**src/rtl/mux16_rr_sched_pkg.sv**
```systemverilog
// Shared definitions for the round-robin mux scheduler.
//   N_REQ / SEL_W : requester count and mux-select width.
//   state_t       : scheduler FSM encoding.
//   rr_next       : round-robin search, from (ptr+1) mod N_REQ upward with
//                   wrap-around. ptr itself gets the lowest priority.
package mux16_rr_sched_pkg;

    localparam int N_REQ = 16;
    localparam int SEL_W = 4;

    typedef enum logic {
        IDLE  = 1'b0,
        GRANT = 1'b1
    } state_t;

    // Returns the first set bit of req found by walking upward from ptr+1.
    // The loop runs from the farthest offset to the nearest, so the nearest
    // set bit overwrites the result last and wins. Offset N_REQ wraps back
    // onto ptr itself. With req == 0 the result is ptr. Callers only use
    // the result when req != 0.
    function automatic logic [SEL_W-1:0] rr_next(
        input logic [N_REQ-1:0] req,
        input logic [SEL_W-1:0] ptr
    );
        logic [SEL_W-1:0] idx;
        rr_next = ptr;
        for (int j = N_REQ; j >= 1; j--) begin
            idx = ptr + SEL_W'(j);
            if (req[idx]) begin
                rr_next = idx;
            end
        end
    endfunction

endpackage

```
**src/rtl/mux16_rr_sched_mux16.sv**
```systemverilog
// Existing 16:1 bit-select mux datapath.
//   in  : 16 data bits
//   sel : 4-bit select
//   out : in[sel]
// Combinational. A decoded AND-OR tree: each leg is enabled by its own
// select decode.
module mux16
    import mux16_rr_sched_pkg::*;
(
    input  logic [N_REQ-1:0] in,
    input  logic [SEL_W-1:0] sel,
    output logic             out
);

    logic [N_REQ-1:0] leg;

    for (genvar gi = 0; gi < N_REQ; gi++) begin : g_leg
        assign leg[gi] = (sel == SEL_W'(gi)) & in[gi];
    end

    assign out = |leg;

endmodule

```
**src/rtl/mux16_rr_sched.sv**
```systemverilog
// Round-robin scheduler in front of the shared mux16 datapath.
// Ports:
//   clk     : rising-edge clock
//   rst     : synchronous active-high reset
//   req     : per-requester request vector
//   din     : per-requester data bits (mux inputs)
//   sel     : registered mux select = index of the current grantee
//   gnt     : registered one-hot grant; zero when idle
//   gnt_vld : registered; high while a grant is active
//   dout    : din[sel] while gnt_vld is high, otherwise 0 (combinational)
// Parameters:
//   MAX_HOLD : maximum tenure in cycles. 0 means release only on req drop.
//   HOLD_W   : tenure counter width. 2**HOLD_W must be >= MAX_HOLD.
module mux16_rr_sched
    import mux16_rr_sched_pkg::*;
#(
    parameter int MAX_HOLD = 8,
    parameter int HOLD_W   = 4
)
(
    input  logic             clk,
    input  logic             rst,
    input  logic [N_REQ-1:0] req,
    input  logic [N_REQ-1:0] din,
    output logic [SEL_W-1:0] sel,
    output logic [N_REQ-1:0] gnt,
    output logic             gnt_vld,
    output logic             dout
);

    localparam logic [HOLD_W-1:0] HOLD_LAST = (MAX_HOLD == 0) ? '0 : HOLD_W'(MAX_HOLD - 1);
    localparam logic [HOLD_W-1:0] HOLD_SAT  = '1;

    state_t            state_reg;
    logic [SEL_W-1:0]  sel_reg;
    logic [N_REQ-1:0]  gnt_reg;
    logic              gnt_vld_reg;
    logic [HOLD_W-1:0] hold_cnt_reg;
    logic [SEL_W-1:0]  ptr_reg;

    logic [SEL_W-1:0]  pick_next;
    logic              hold_done;
    logic              release_next;
    logic              mux_out;

    // The search starts just past the last released index. That index is
    // therefore the lowest priority, and a lone requester is still found
    // after the wrap.
    assign pick_next = rr_next(req, ptr_reg);

    assign hold_done    = (MAX_HOLD != 0) && (hold_cnt_reg == HOLD_LAST);
    assign release_next = !req[sel_reg] || hold_done;

    always_ff @(posedge clk) begin
        if (rst) begin
            state_reg    <= IDLE;
            sel_reg      <= '0;
            gnt_reg      <= '0;
            gnt_vld_reg  <= 1'b0;
            hold_cnt_reg <= '0;
            ptr_reg      <= SEL_W'(N_REQ - 1);
        end else begin
            case (state_reg)
                IDLE: begin
                    if (|req) begin
                        sel_reg      <= pick_next;
                        gnt_reg      <= N_REQ'(1) << pick_next;
                        gnt_vld_reg  <= 1'b1;
                        hold_cnt_reg <= '0;
                        state_reg    <= GRANT;
                    end
                end
                GRANT: begin
                    if (release_next) begin
                        // sel keeps its value. Going back through IDLE
                        // leaves a zero cycle on gnt between two grantees.
                        ptr_reg     <= sel_reg;
                        gnt_reg     <= '0;
                        gnt_vld_reg <= 1'b0;
                        state_reg   <= IDLE;
                    end else if (hold_cnt_reg != HOLD_SAT) begin
                        hold_cnt_reg <= hold_cnt_reg + 1'b1;
                    end
                end
                default: begin
                    state_reg <= IDLE;
                end
            endcase
        end
    end

    mux16 u_mux16 (
        .in  (din),
        .sel (sel_reg),
        .out (mux_out)
    );

    assign sel     = sel_reg;
    assign gnt     = gnt_reg;
    assign gnt_vld = gnt_vld_reg;
    assign dout    = gnt_vld_reg & mux_out;

endmodule

```
**config.mk**
```make
export PLATFORM = sky130hd
export DESIGN_NAME = mux16_rr_sched
export DESIGN_NICKNAME = d
export VERILOG_FILES = /design/src/rtl/mux16_rr_sched_pkg.sv /design/src/rtl/mux16_rr_sched_mux16.sv /design/src/rtl/mux16_rr_sched.sv
export SDC_FILE = /design/constraint.sdc
export NUM_CORES = 1
export LEC_CHECK = 0
export CORE_MARGIN = 1
export CORE_UTILIZATION = 65
export DETAILED_ROUTE_END_ITERATION = 7
export DONT_BUFFER_PORTS = 1
export PLACE_DENSITY = 0.91
export SYNTH_ARGS = -nofsm -noshare
export SYNTH_HDL_FRONTEND = slang
export SYNTH_SLANG_ARGS = --single-unit
```
**constraint.sdc**
```tcl
create_clock -name clk -period 5.3 [get_ports clk]
set_input_delay 0.53 -clock clk [delete_from_list [all_inputs] [get_ports clk]]
set_output_delay 0.53 -clock clk [all_outputs]
set_load 0.01 [all_outputs]
```
==> impl_metrics.json <==
{
  "status": "complete, no violations",
  "layout_commonest_cell": "nand2_1",
  "antenna_cells": 0,
  "vdd_drop_max_v": 0.000425,
  "whs_ns": 0.298,
  "ant_nets": 0,
  "gp_congestion": 1.15,
  "synthTopCellsByArea": "dfxtp_1 (17%), mux4_2 (13%), mux4_1 (9.6%)",
  "syn-num-nets": 410,
  "slowest_stage": "a2111oi_0",
  "route.detailed.drc": 0,
  "syn_area_mm2": 0.00355,
  "power.density_mw_per_mm2": 763,
  "yosysTopAreaCell": "dfxtp_1",
  "cp-start-kind": "register",
  "tightest_slew_ns": 0.979,
  "area_growth_pct": 3.88,
  "synth_edf_count": 0,
  "crit_required_ns": 5.47,
  "hold_depth": 1,
  "rsz0062_at_grt": "false",
  "largest_reg_flops": 16,
  "grtUsageTotal": 0.353,
  "crit_fanout": 18,
  "fin_util": 0.712,
  "finalMaxSlewViolations": 0,
  "cts_tree": "built",
  "setup_viol": 0,
  "drtIter0Drc": 343,
  "die_y_um": 75.9,
  "reg2reg_setup_slack_ns": 0.90,
  "viasPerCell": 7.60,
  "worstSetupPathType": "register to register",
  "cts_buffer_depth": 2,
  "arrival_ns": 4.57,
  "cts-resized-gates": 0,
  "drive_above_1_share": 0.159,
  "synth-main-ff-cell": "dfxtp_1",
  "ys_seq_area_frac": 0.169,
  "path_cells": "buf_4 > clkinv_1 > ha_1 > xnor2_1 > mux2_2 > mux2i_1 > nor3b_1 > a2111oi_0 > a311oi_2 > a211oi_2 > nor2b_1 > a22o_1",
  "dieArea_mm2": 0.00576,
  "grt_overflow": 0,
  "endpoint_kind": "register",
  "clockRootBuffer": "clkbuf_8",
  "hold_path.class": "input pin to register",
  "min_period_ns": 4.40,
  "final.setup.tns_ns": 0,
  "r2r_start": "ptr_reg[2]",
  "fin_crit_sh": 0.830,
  "yosysTopAreaCellShare": 0.169,
  "wl_per_cell_um": 22.5,
  "antenna_found_initial": 0,
  "grt_pass1_wl_mm": 15.1,
  "dr.pass1.iters": 6,
  "skew_ns": 0.00654,
  "min_to": "sel[1]",
  "relSlewSlack": 0.345,
  "max_freq_ghz": 0.227,
  "power_mw": 2.81,
  "async_flop_share": 0,
  "p_leak_nw": 1.36,
  "ctsHoldBuffers": 0,
  "rows": 26,
  "finalHoldViolations": 0,
  "num-fill-cells": 359,
  "grt_pass1_vias": 3094,
  "initial_utilization": 0.686,
  "postPlaceCellArea_mm2": 0.00359,
  "synthCells": 368,
  "holdCritStartpoint": "rst",
  "reg2regPathDepth": 12,
  "numPortBuffers": 0,
  "clkTransAtPathRegs_ns": 0.07,
  "hpwl_mm": 7.35,
  "cts_sinks": 30,
  "avgSynthCellArea_um2": 9.64,
  "vias": 3299,
  "die_width_um": 75.9,
  "fin_nets": 405,
  "cts_setup_buffers": 0,
  "io_pins": 56,
  "r2r-end": "gnt[12]",
  "layout_common_cells": "nand2_1 (39), nor2_1 (31), dfxtp_1 (30), mux2i_1 (29), mux4_2 (21)",
  "yosysUniqueCellTypes": 66,
  "grt_max_degree": 29,
  "fin_area_mm2": 0.00368,
  "ys_seq_elements": 30,
  "clk_latency_ns": 0.29,
  "htree_levels": 2,
  "design.core.area_mm2": 0.00517,
  "drt_wl_total_mm": 9.78,
  "slowest_delay_ns": 0.76,
  "cap_viol_max_count": 0,
  "yosys_warnings": 0,
  "cts_buffers": 5
}
==> worst max-delay path by stage <==
stage | start | slack [ns] | end
2_1_floorplan | ptr_reg[0] | 1.33 | gnt[10]
3_3_place_gp | ptr_reg[2] | 1.09 | gnt[13]
3_5_place_dp | ptr_reg[2] | 1.09 | gnt[12]
4_1_cts | ptr_reg[2] | 1.04 | gnt[12]
5_1_grt | ptr_reg[2] | 0.67 | gnt[12]
6_report | ptr_reg[2] | 0.90 | gnt[12]
==> stage by stage <==
step | std cells | worst slack, ns
2_1_floorplan | 368 | 1.33
3_3_place_gp | 426 | 1.09
3_5_place_dp | 426 | 1.09
4_1_cts | 434 | 1.04
5_1_grt | 434 | 0.673
6_report | 434 | 0.902
==> layer usage <==
metal / vias up / global-route usage / share of wire
li1: 1453 / - / -
met1: 1555 / 0.466 / 0.38
met2: 242 / 0.563 / 0.48
met3: 49 / 0.0780 / 0.11
met4: 0 / 0.148 / 0.039
met5: - / 0 / 0
==> cell usage after synthesis (3+ instances only) <==
cell type	instances
nand2_1	39
nor2_1	31
dfxtp_1	30
mux2i_1	29
mux4_2	21
a21oi_1	15
mux4_1	13
a22o_1	10
nand3_1	10
clkbuf_1	9
ha_1	8
o21ai_0	8
xor2_1	8
mux2_2	7
nand2b_1	7
a211o_1	6
and2_1	6
buf_2	6
xnor2_1	6
nor3_1	5
o21a_1	5
o22ai_1	5
o31ai_1	5
a211oi_1	4
nor2b_1	4
nor4_1	4
o21ai_1	4
a2111oi_0	3
a221oi_1	3
inv_1	3
nand4_1	3
nor3b_1	3
o2111ai_1	3
==> report_power, final <==
part           total [mW]  switching, mW  leakage (nW)  internal, mW
registers           0.392         0.0964         0.245         0.295
logic                2.22           1.32          1.07         0.903
clock network       0.198         0.0935        0.0472         0.104
total                2.81           1.51          1.36          1.30
==> final cells by class <==
cell class              count  area, um2  area share
well taps                  70       87.6      0.0238
inverters                   5       18.8     0.00509
clock buffers               6       82.6      0.0224
multi-input cells         313       2820       0.766
flip-flops and latches     30        601       0.163
clock inverters             2       12.5     0.00340
repair buffers              8       60.1      0.0163
==> cell families after synthesis <==
family,count (synthesis),share of synthesized area
adder cells (fa/ha/maj),8,0.0282
AO/OA/AOI/OAI,93,0.207
flip-flops,30,0.169
multiplexers,72,0.344
AND/OR/NAND/NOR,125,0.178
XOR/XNOR,15,0.0392
buffers and inverters,25,0.0349
==> worst max-delay path, delay by kind of cell (launching register included) <==
kind            cells  cell delay [ns]
xor+xnor            1             0.53
buf+inv             2             0.65
fa+ha+maj           1             0.36
mux                 2             0.45
compound gates      4             1.64
flops               1             0.34
simple gates        2             0.32
Power figures use the tool's default switching activity.
